**config.mk**
```make
export PLATFORM = sky130hd
export DESIGN_NAME = shift_arbiter
export DESIGN_NICKNAME = d
export VERILOG_FILES = /design/src/rtl/shift_arbiter.sv
export SDC_FILE = /design/constraint.sdc
export NUM_CORES = 1
export LEC_CHECK = 0
export CORE_MARGIN = 2
export CORE_UTILIZATION = 38
export DETAILED_ROUTE_END_ITERATION = 8
export GPL_ROUTABILITY_DRIVEN = 1
export MAX_ROUTING_LAYER = met4
export PLACE_DENSITY = 0.87
export SLEW_MARGIN = 20
export SYNTH_ARGS = -nofsm -noshare
export SYNTH_HDL_FRONTEND = slang
export SYNTH_SLANG_ARGS = --single-unit
```
**constraint.sdc**
```tcl
create_clock -name clk -period 2.65 [get_ports clk]
set_input_delay 0.265 -clock clk [delete_from_list [all_inputs] [get_ports clk]]
set_output_delay 0.265 -clock clk [all_outputs]
set_load 0.03 [all_outputs]
```
**src/rtl/shift_arbiter.sv**
```systemverilog
// shift_arbiter: two-requester round-robin front end for a shared,
// LAT-deep left shifter. One operation is in flight at a time: a request is
// granted in IDLE, its operand and amount are registered onto sh_in/sh_ctrl,
// the block waits in HOLD for the shifter result, then presents it in RESP
// until the consumer takes it.
//
// LAT counts the sh_in/sh_ctrl register as the shifter's first stage. The
// result on sh_out is therefore valid in the LAT-th cycle of HOLD. It is
// captured on the edge where cnt runs out, so rsp_valid rises LAT+1 cycles
// after the accept cycle.
module shift_arbiter #(
    parameter int LAT = 5
) (
    input  logic        clk,
    input  logic        rst,
    input  logic        req0_valid,
    input  logic [31:0] req0_data,
    input  logic [4:0]  req0_amt,
    output logic        req0_ready,
    input  logic        req1_valid,
    input  logic [31:0] req1_data,
    input  logic [4:0]  req1_amt,
    output logic        req1_ready,
    output logic [31:0] sh_in,
    output logic [4:0]  sh_ctrl,
    input  logic [31:0] sh_out,
    output logic        rsp_valid,
    output logic        rsp_id,
    output logic [31:0] rsp_data,
    input  logic        rsp_ready,
    output logic        busy
);

    localparam logic [3:0] LAT_CNT = 4'(LAT);

    typedef enum logic [1:0] {
        IDLE = 2'd0,
        HOLD = 2'd1,
        RESP = 2'd2
    } state_t;

    state_t      state;
    state_t      state_next;
    logic [3:0]  cnt;
    logic        last_grant;
    logic        grant_id;
    logic        accept;
    logic        capture;

    // The last pending shifter stage is reached when cnt is about to run out.
    assign capture = (state == HOLD) && (cnt <= 4'd1);

    // State register.
    always_ff @(posedge clk or posedge rst) begin
        if (rst) begin
            state <= IDLE;
        end else begin
            state <= state_next;
        end
    end

    // Next-state logic: accept -> wait for shifter -> hold response until taken.
    always_comb begin
        state_next = state;
        case (state)
            IDLE:    if (accept)    state_next = HOLD;
            HOLD:    if (capture)   state_next = RESP;
            RESP:    if (rsp_ready) state_next = IDLE;
            default:                state_next = IDLE;
        endcase
    end

    // Output logic: combinational grant and readies, status flags from state.
    always_comb begin
        grant_id = 1'b0;
        if (req0_valid && req1_valid) begin
            // Tie: the requester that was not served last time wins.
            grant_id = ~last_grant;
        end else if (req1_valid) begin
            grant_id = 1'b1;
        end
        // Readies are also held low while rst is asserted so nothing looks
        // acceptable while the block is being cleared.
        req0_ready = (state == IDLE) && !rst && req0_valid && !grant_id;
        req1_ready = (state == IDLE) && !rst && req1_valid &&  grant_id;
        accept     = req0_ready || req1_ready;
        busy       = (state != IDLE);
        rsp_valid  = (state == RESP);
    end

    // Datapath: latch the granted operand, count shifter latency, capture result.
    // sh_in/sh_ctrl only change on accept, since the shifter's control is not
    // pipelined alongside its data.
    always_ff @(posedge clk or posedge rst) begin
        if (rst) begin
            cnt        <= 4'd0;
            sh_in      <= 32'd0;
            sh_ctrl    <= 5'd0;
            rsp_id     <= 1'b0;
            rsp_data   <= 32'd0;
            last_grant <= 1'b1;
        end else begin
            if (accept) begin
                sh_in      <= grant_id ? req1_data : req0_data;
                sh_ctrl    <= grant_id ? req1_amt  : req0_amt;
                rsp_id     <= grant_id;
                last_grant <= grant_id;
                cnt        <= LAT_CNT;
            end else if (state == HOLD) begin
                cnt <= cnt - 4'd1;
                if (capture) begin
                    rsp_data <= sh_out;
                end
            end
        end
    end

endmodule

```
==> out/metrics.csv <==
metric,value,unit
wire length per cell,16.9,um
vias per inst,5.19,
dpl cells,517,
Slew @ Worst Pin,0.416,ns
ratio of cells with drive above 1 in the final layout,15.2,%
Fin Hold WS,0.279,ns
period utilisation layout,92.4,%
setup_tns,0,ns
slowest CP cell,clkdlybuf4s50_1,
Pleak,2.16,nW
Cell Rows,33,
setup violators final,0,
Min-Delay Path Class,in2async,
Worst Reg-to-Reg Cells,4,
Clock Sinks,77,
Initial Util,39.6,%
initial antenna violation count,0,
GR Overflow Total,0,
Fmax,409,MHz
XOR/XNOR Fraction of Synth Area,0.267,%
TritonCTS buffer count,9,
CTS max path bufs,2,
max incr delay on CP,0.71,ns
Root Buffer,clkbuf_8,
Initial DRC Count,78,
Main synth FF type,dfrtp_1,
simple logic cell fraction of the synthesized area,10.9,%
Fin. Hold Viols,0,
hpwl dp,6620,um
All-Layer GR Usage,20.0,%
syn_area_per_cell,13.7,um^2
Die Wd,97.0,um
Setup crit start kind,flop,
residual DRC count,0,
CP Class,reg2out,
Area after DPL,5220,um^2
relative slew slack,72.0,%
Post-Layout Cell Count,533,
CTS tree,built,
number of diodes,0,
# IOs,185,
count of cell types in the netlist,28,
"setup slack, reg-to-reg",0.75,ns
Worst Clk Skew,0.0156,ns
CP Cell Sequence,or4b_4 > nor2_1 > clkdlybuf4s50_1,
P per Cell Area,1220,nW/um^2
maximum VDD drop,0.000517,V
Routed WL,8990,um
input/output buffers,184,
Synth-to-Final Area Change,65.5,%
Post-DRT Antenna Nets,0,
mapped cell area,3280,um^2
post_cts resized,0,
worst-skew pair later-pin latency,0.35,ns
RSZ-0062 raised after global routing,false,
adder-cell share of the synthesized area,0.762,%
H-tree depth,3,
largest net degree at the start of global routing,54,
Synth Area in Compound Gates,14.6,%
Synth top area share,57.9,%
vias in the first global route,2914,
synthesis-stage register bit count,77,
max-slew violations,0,
most frequent cell after synthesis,dfrtp_1,
synth cell count leaders,"dfrtp_1, or3_1, o221a_2",
Critical Path AT,2.18,ns
largest family of logic cells by synthesized area,compound AO/OA/AOI/OAI gates,
GPL Wtd Cong,0.827,
Die Height,97.0,um
DIE AREA,9400,um^2
CP endpoint kind,output pin,
first-pass GRT wire length,14600,um
Critical Path RT,2.38,ns
"critical path fanouts, max",6,
post-route cell area,5440,um^2
Max-Cap Viols,0,
"EDFF count, synth",0,
Hold Buf Count CTS,0,
multiplexer area fraction after synthesis,11.0,%
core outline area,8300,um^2
synth warn,0,
Post-Syn Instances,240,
outcome,"finished, final reports clean",
Pre-antenna DRT Iters,4,
Syn Nets,353,
fin nets,536,
main area contributors after synthesis,"dfrtp_1, o221a_2, mux2_1, or3_1, buf_6",
clock transition at the registers of the reported paths,0.08,ns
cell taking the most area after synthesis,dfrtp_1,
async set or reset register ratio after synthesis,100,%
postcts setup bufs,0,
Tmin final,2.45,ns
detailed-route via count,2766,
sequential area share after synthesis,58.7,%
-- worst max-delay path: cells and delay by family (launching register included) --
| family | cells | cell delay [ns] |
|---|---|---|
| AND/OR/NAND/NOR | 2 | 0.70 |
| flip-flops | 1 | 0.44 |
| buffers and inverters | 1 | 0.71 |
-- final cells by class --
type	instances	area [um^2]
Fill cell	647	2860
Tap cell	105	131
Clock buffer	12	145
Multi-Input combinational cell	139	1230
Clock inverter	4	73.8
Inverter	5	20.0
Sequential cell	77	1930
Timing Repair Buffer	191	1900
-- path summary, 6_finish.rpt --
check,from,endpoint
worst max-delay path,state[0],req0_ready
worst min-delay path,rst,rsp_data[10]
worst max register to register,state[0],sh_in[18]
worst min register to register,rsp_id,rsp_id
max in group asynchronous,rst,last_grant
min in group clk,rsp_id,rsp_id
-- routing by layer --
layer / GRT usage [%] / vias up / part of all wire (%)
li1: - / 1274 / -
met1: 24.7 / 1346 / 44
met2: 32.3 / 135 / 48
met3: 5.42 / 11 / 7.2
met4: 5.85 / 0 / 1.2
met5: - / - / 0
-- logic make-up after synthesis --
kind of cell	after synthesis
xor gates and xnor gates	1
AOI/OAI and AO/OA	47
adders and majority gates	2
muxes	32
and+or+nand+nor	57
buffers and inverters	24
DFF	77
-- per-stage QoR --
stage | util, % | total power [mW] | setup WS, ns
after floorplan | - | 4.18 | 0.420
after detailed placement | 62.9 | 5.72 | 0.298
after global routing | 65.5 | 7.00 | 0.137
after global placement | 62.9 | 5.61 | 0.276
after CTS | 65.5 | 6.72 | 0.194
final | 65.5 | 6.64 | 0.202
-- where the power goes --
group / switching (mW) / internal [mW] / total (mW)
clock network: 0.418 / 0.558 / 0.976
logic: 1.87 / 1.69 / 3.56
registers: 0.342 / 1.76 / 2.10
total: 2.63 / 4.01 / 6.64
-- flip-flops by register name (all words and copies together), names as in the netlist --
register and cells:
rsp_data 32, sh_in 32, sh_ctrl 5, cnt 4, state 2, last_grant 1, rsp_id 1
-- cell usage in the layout (no fill, tap or decap), types with 3 or more instances in the layout --
cell	Yosys	routed
clkdlybuf4s50_1	0	183
dfrtp_1	76	76
or3_1	39	39
o221a_2	37	37
mux2_1	32	32
clkbuf_8	0	10
buf_4	0	7
nand2_1	4	4
inv_1	5	4
nor2_1	3	3
Power figures use the tool's default switching activity.
